## src/rtl/s_cpu_cycle_error_log_if.sv

```systemverilog
// Checker verdict strobe and show-ahead FIFO read port of the SPC700 cycle error log.
interface s_cpu_cycle_error_log_if;
  logic        chk_valid;
  logic        chk_error;
  logic [7:0]  chk_op;
  logic [15:0] chk_pc;
  logic [3:0]  chk_cycles;
  logic [3:0]  chk_ref;
  logic        rd_valid;
  logic [31:0] rd_data;
  logic        rd_ack;

  modport master (
    output chk_valid, chk_error, chk_op, chk_pc, chk_cycles, chk_ref, rd_ack,
    input  rd_valid, rd_data
  );

  modport slave (
    input  chk_valid, chk_error, chk_op, chk_pc, chk_cycles, chk_ref, rd_ack,
    output rd_valid, rd_data
  );
endinterface

```

## src/rtl/s_cpu_cycle_error_log.sv

```systemverilog
// Counts checker verdicts, logs failing instructions into a show-ahead FIFO
// and latches the first failure in sticky registers.
module s_cpu_cycle_error_log #(
  parameter int DEPTH = 8,
  parameter int CNT_W = 16
) (
  input  logic                       clk,
  input  logic                       reset,
  input  logic                       clear,
  input  logic                       arm,
  s_cpu_cycle_error_log_if.slave     bus,
  output logic [$clog2(DEPTH):0]     fifo_level,
  output logic                       overflow,
  output logic [CNT_W-1:0]           err_count,
  output logic [CNT_W-1:0]           instr_count,
  output logic                       first_valid,
  output logic [31:0]                first_entry
);

  localparam int AW = $clog2(DEPTH);
  localparam logic [AW:0] FULL_LVL = (AW+1)'(DEPTH);

  logic [31:0]   mem [DEPTH];
  logic [AW-1:0] rd_ptr;
  logic [AW-1:0] wr_ptr;

  logic        accept;
  logic        fail;
  logic        empty;
  logic        full;
  logic        pop;
  logic        push;
  logic        drop;
  logic [31:0] entry;

  always_comb begin
    accept = bus.chk_valid & arm;
    fail   = accept & bus.chk_error;
    entry  = {bus.chk_op, bus.chk_pc, bus.chk_cycles, bus.chk_ref};
    empty  = (fifo_level == '0);
    full   = (fifo_level == FULL_LVL);
    pop    = bus.rd_ack & ~empty;
    // A pop frees the slot in the same edge, so a push into a full FIFO survives.
    push   = fail & (~full | pop);
    drop   = fail & full & ~pop;
  end

  assign bus.rd_valid = ~empty;
  assign bus.rd_data  = mem[rd_ptr];

  always_ff @(posedge clk) begin
    if (push) begin
      mem[wr_ptr] <= entry;
    end
  end

  always_ff @(posedge clk) begin
    if (reset || clear) begin
      rd_ptr     <= '0;
      wr_ptr     <= '0;
      fifo_level <= '0;
      overflow   <= 1'b0;
    end else begin
      if (push) begin
        wr_ptr <= wr_ptr + AW'(1);
      end
      if (pop) begin
        rd_ptr <= rd_ptr + AW'(1);
      end
      if (push && !pop) begin
        fifo_level <= fifo_level + (AW+1)'(1);
      end else if (pop && !push) begin
        fifo_level <= fifo_level - (AW+1)'(1);
      end
      if (drop) begin
        overflow <= 1'b1;
      end
    end
  end

  always_ff @(posedge clk) begin
    if (reset || clear) begin
      instr_count <= '0;
      err_count   <= '0;
      first_valid <= 1'b0;
      first_entry <= '0;
    end else begin
      if (accept && instr_count != '1) begin
        instr_count <= instr_count + CNT_W'(1);
      end
      if (fail && err_count != '1) begin
        err_count <= err_count + CNT_W'(1);
      end
      if (fail && !first_valid) begin
        first_valid <= 1'b1;
        first_entry <= entry;
      end
    end
  end

endmodule

```

## src/flat_wrapper.sv

```systemverilog
// flat-port wrapper written by rule: the top's interface ports become plain ports
module s_cpu_cycle_error_log_flat 
#(
  parameter int DEPTH = 8,
  parameter int CNT_W = 16
)
  (clk, reset, clear, arm, fifo_level, overflow, err_count, instr_count, first_valid, first_entry, bus_chk_valid, bus_chk_error, bus_chk_op, bus_chk_pc, bus_chk_cycles, bus_chk_ref, bus_rd_ack, bus_rd_valid, bus_rd_data);
  s_cpu_cycle_error_log_if bus_i ();
  input  logic clk;
  input  logic reset;
  input  logic clear;
  input  logic arm;
  output logic [$clog2(DEPTH):0] fifo_level;
  output logic overflow;
  output logic [CNT_W-1:0] err_count;
  output logic [CNT_W-1:0] instr_count;
  output logic first_valid;
  output logic [31:0] first_entry;
  input wire logic [$bits(bus_i.chk_valid)-1:0] bus_chk_valid;
  input wire logic [$bits(bus_i.chk_error)-1:0] bus_chk_error;
  input wire logic [$bits(bus_i.chk_op)-1:0] bus_chk_op;
  input wire logic [$bits(bus_i.chk_pc)-1:0] bus_chk_pc;
  input wire logic [$bits(bus_i.chk_cycles)-1:0] bus_chk_cycles;
  input wire logic [$bits(bus_i.chk_ref)-1:0] bus_chk_ref;
  input wire logic [$bits(bus_i.rd_ack)-1:0] bus_rd_ack;
  output wire logic [$bits(bus_i.rd_valid)-1:0] bus_rd_valid;
  output wire logic [$bits(bus_i.rd_data)-1:0] bus_rd_data;
  assign bus_i.chk_valid = bus_chk_valid;
  assign bus_i.chk_error = bus_chk_error;
  assign bus_i.chk_op = bus_chk_op;
  assign bus_i.chk_pc = bus_chk_pc;
  assign bus_i.chk_cycles = bus_chk_cycles;
  assign bus_i.chk_ref = bus_chk_ref;
  assign bus_i.rd_ack = bus_rd_ack;
  assign bus_rd_valid = bus_i.rd_valid;
  assign bus_rd_data = bus_i.rd_data;
  s_cpu_cycle_error_log #(.DEPTH(DEPTH), .CNT_W(CNT_W)) u_core (.clk(clk), .reset(reset), .clear(clear), .arm(arm), .bus(bus_i), .fifo_level(fifo_level), .overflow(overflow), .err_count(err_count), .instr_count(instr_count), .first_valid(first_valid), .first_entry(first_entry));
endmodule
```

## config.mk

```make
export PLATFORM = sky130hd
export DESIGN_NAME = s_cpu_cycle_error_log_flat
export DESIGN_NICKNAME = d
export VERILOG_FILES = /design/src/rtl/s_cpu_cycle_error_log_if.sv /design/src/rtl/s_cpu_cycle_error_log.sv /design/src/flat_wrapper.sv
export SDC_FILE = /design/constraint.sdc
export NUM_CORES = 1
export LEC_CHECK = 0
export ABC_AREA = 0
export BUFFER_PORTS_ARGS = -buffer_cell sky130_fd_sc_hd__buf_2
export CORE_ASPECT_RATIO = 0.7
export CORE_MARGIN = 2
export CORE_UTILIZATION = 51
export CTS_CLUSTER_DIAMETER = 60
export DETAILED_ROUTE_END_ITERATION = 10
export GPL_TIMING_DRIVEN = 0
export PLACE_DENSITY = 0.78
export SLEW_MARGIN = 20
export SYNTH_ARGS = -nofsm -noshare
export SYNTH_HDL_FRONTEND = slang
export SYNTH_SLANG_ARGS = --single-unit
export TNS_END_PERCENT = 10
```

## constraint.sdc

```tcl
create_clock -name clk -period 5.7 [get_ports clk]
set_input_delay 0.285 -clock clk [delete_from_list [all_inputs] [get_ports clk]]
set_output_delay 0.285 -clock clk [all_outputs]
set_load 0.01 [all_outputs]
```

==> summary.md <==
| Metric | Value |
|---|---|
| Outcome | finished, final reports clean |
| Cell with the most instances after synthesis | edfxtp_1 |
| Initial DRC Count | around 750 |
| Die Area | 26820 um2 |
| Reg2reg path depth | 6 |
| CP Max Fanout | 10 |
| Drt total wl | 29260 um |
| Max cap viols | 0 |
| Drt wl/cell | 21.90 um |
| Commonest cells post-synth | edfxtp_1, nand2_1, dfxtp_1 |
| Worst-Skew Late Latency | 0.56 ns |
| RD Place Congestion | between 0.8 and 0.9 |
| Area leader, netlist | edfxtp_1 |
| Power share of the clock group | 0.426 |
| Rows | 48 |
| Synth top area share | 0.5910 |
| Crit path time final | 3.143 ns |
| Synthesis-to-finish area growth | 18.99% |
| Final Hold Fails | 0 |
| Sequential share of power | 0.532 |
| Pleak | between 0.005 and 0.006 uW |
| Area of the multi-input gates | between 3000 and 4000 um2 |
| Post-synthesis sequential area ratio | 0.7126 |
| Fin area | between 15000 and 20000 um2 |
| Die Wd | between 150 and 200 um |
| Final #Nets | approximately 1.0k |
| Pins Over Slew Limit | 0 |
| Worst Path Class, Setup | reg2out |
| Main synth FF type | edfxtp_1 |
| Register bit total from synthesis | 335 |
| Fmax | about 320 MHz |
| Syn_area_per_cell | 16.38 um2 |
| Setup slack at placement | between 3 and 4 ns |
| Normalized max-slew margin | 0.2712 |
| Port Buffer Count | around 140 |
| HP Class | in2reg |
| Clock Pin Slew Worst Setup and Hold Paths | around 0.070 ns |
| Core Area | 24860 um2 |
| First-pass GRT wire length | around 44000 um |
| Asr flop ratio synth | 0 |
| Switching portion of total power | 0.2061 |
| Worst Max-Slew Pin Slew | approximately 1.1 ns |
| EDFF count, synth | roughly 260 |
| Req. time, crit path | 5.41 ns |
| Initial Util | 0.5231 |
| Cells resized by post-CTS repair | 0 |
| RSZ-0062 raised after global routing | no |
| P_int | 3945 uW |
| Clk root buf | clkbuf_16 |
| Switching pwr | 1024 uW |
| GRT Total Usage | 0.2181 |
| Fin crit share | 0.5514 |
| Share of post-route cells with drive strength above 1 | 0.3228 |
| Crit. End Element | output port |
| Storage cell area | 9269 um2 |
| Yosys cell types | 39 |
| Clock sinks | 335 |
| Crit path arrival time | 2.86 ns |
| Post-route ant nets | 0 |
| Synthesized Nets | 841 |
| Type of element launching the critical path | register |
| GRT overflow | 0 |
| Yosys Warn Count | 0 |
| DRC | 0 |
| Mapped cell area | around 13000 um2 |
| Final Core Density | 0.6225 |
| CTS buffer count | 31 |
| Longest Clk Path Bufs | 3 |
| CTS tree | built |
| CTS Hold Bufs | 3 |
| Main area contributors after synthesis | edfxtp_1, dfxtp_1, mux4_2 |
| Detailed placement HPWL | between 15000 and 20000 um |
| Worst setup slack after layout | ~2.6 ns |
| Largest net degree at the start of global routing | 23 |
| Post-CTS Setup Inserts | 0 |
| Initial antenna violation count | 1 |
| Vias | 7888 |
| PD cells | ~320 nW/um2 |
| Filler cell count | approximately 1.8k |
| Comb pwr share | 0.042 |
| Vias per cell | approximately 5.9 |
| Number of global-route vias before repair | approximately 7.6k |
| Die height | 137.6 um |
| Placement Cell Area | 14390 um2 |
| Final setup vio count | 0 |
| Peak supply drop | between 200 and 300 uV |
| Hold Path Cell Cnt | 1 |
| # H-tree levels | 1 |
| Skew final | between 0.01 and 0.015 ns |
| First-pass DRT Iterations | 7 |
| Cells after synthesis | between 700 and 800 |
| I/O pin count | 142 |
==> layout make-up <==
type | instances | share of cell area
clock inverter | 20 | 0.01423
buffer | 39 | 0.01011
antenna | 1 | 0.0001617
clock buffer | 38 | 0.05376
tap | 325 | 0.02627
sequential | 335 | 0.5989
timing repair buffer | 158 | 0.06160
inverter | 8 | 0.001940
multi-input combinational | 412 | 0.2331
==> flip-flops by register name, summed over array words and instances, names as in the netlist, named ones only <==
signal and cells:
u_core.wr_ptr 3, u_core.instr_count 16, u_core.first_valid 1, u_core.overflow 1, u_core.err_count 16, u_core.rd_ptr 3
u_core.first_entry 32, u_core.mem 256, u_core.fifo_level 4
==> logic make-up (layout without fill, tap and decap cells) <==
kind of cell	count (synthesis)	in the layout	synth area share
mux	101	101	0.1424
simple gates	197	197	0.07272
flops	335	335	0.7126
fa+ha+maj	8	8	0.008272
compound gates	100	100	0.04569
other cells	0	1	0
buf+inv	47	263	0.01433
xor+xnor	6	6	0.004041
==> stage by stage <==
step           power, uW  setup TNS [ns]  hold slack (ns)  cells
6_report            4970               0          0.01265   1336
5_1_grt             5119               0         0.009071   1336
4_1_cts             5003               0         0.002879   1335
3_5_place_dp        2906               0           0.4457   1274
3_3_place_gp        2897          -8.542           0.4381   1260
2_1_floorplan       2809               0           0.3839    794
==> worst max-delay path: stages (launching register included) <==
cell and delay [ns]:
dfxtp_1 0.30, clkbuf_1 0.47, buf_2 0.49, mux4_2 0.55
mux2_2 0.32, buf_2 0.16
==> per-layer routing <==
metal / GRT usage / share of wire / vias up
met3: 0.03550 / 0.070 / 49
met1: 0.3129 / 0.44 / 3998
met5: 0 / 0 / -
met2: 0.3518 / 0.47 / 331
li1: - / - / 3510
met4: 0.05937 / 0.019 / 0
==> path summary, 6_finish.rpt <==
kind | slack (ns) | end | start
worst min-delay path | 0.01 | u_core.mem[7][4] | bus_chk_cycles[0]
worst max-delay path | 2.56 | bus_rd_data[5] | register
worst max register to register | 3.00 | u_core.mem[0][14] | u_core.fifo_level[0]
worst min register to register | 0.45 | u_core.first_entry[18] | u_core.first_entry[18]
==> layout by cell type, fill, tap and decap left out, types with 5 or more instances in the layout <==
cell,instances
inv_1,8
a31oi_1,6
a211oi_1,5
nand4_1,10
clkbuf_16,31
mux2_2,32
o21ai_0,10
nor2_4,6
a21oi_1,56
mux4_2,64
mux2i_1,5
nor4_1,5
or3_1,9
or4_1,12
nand2b_1,6
clkbuf_1,32
o31ai_1,10
nor2_1,26
ha_1,7
nand3_1,17
and3_1,7
dfxtp_1,79
edfxtp_1,256
buf_2,149
clkinv_2,9
buf_4,6
nand2_1,83
==> power by group through the flow <==
stage	clock network, uW	logic (uW)	registers (uW)
finish	2120	209	2650
CTS	2150	210	2640
global placement	0	199	2700
global route	2250	227	2640
floorplan	0	109	2700
detailed placement	0	207	2700
(Power assumes the default switching activity.)
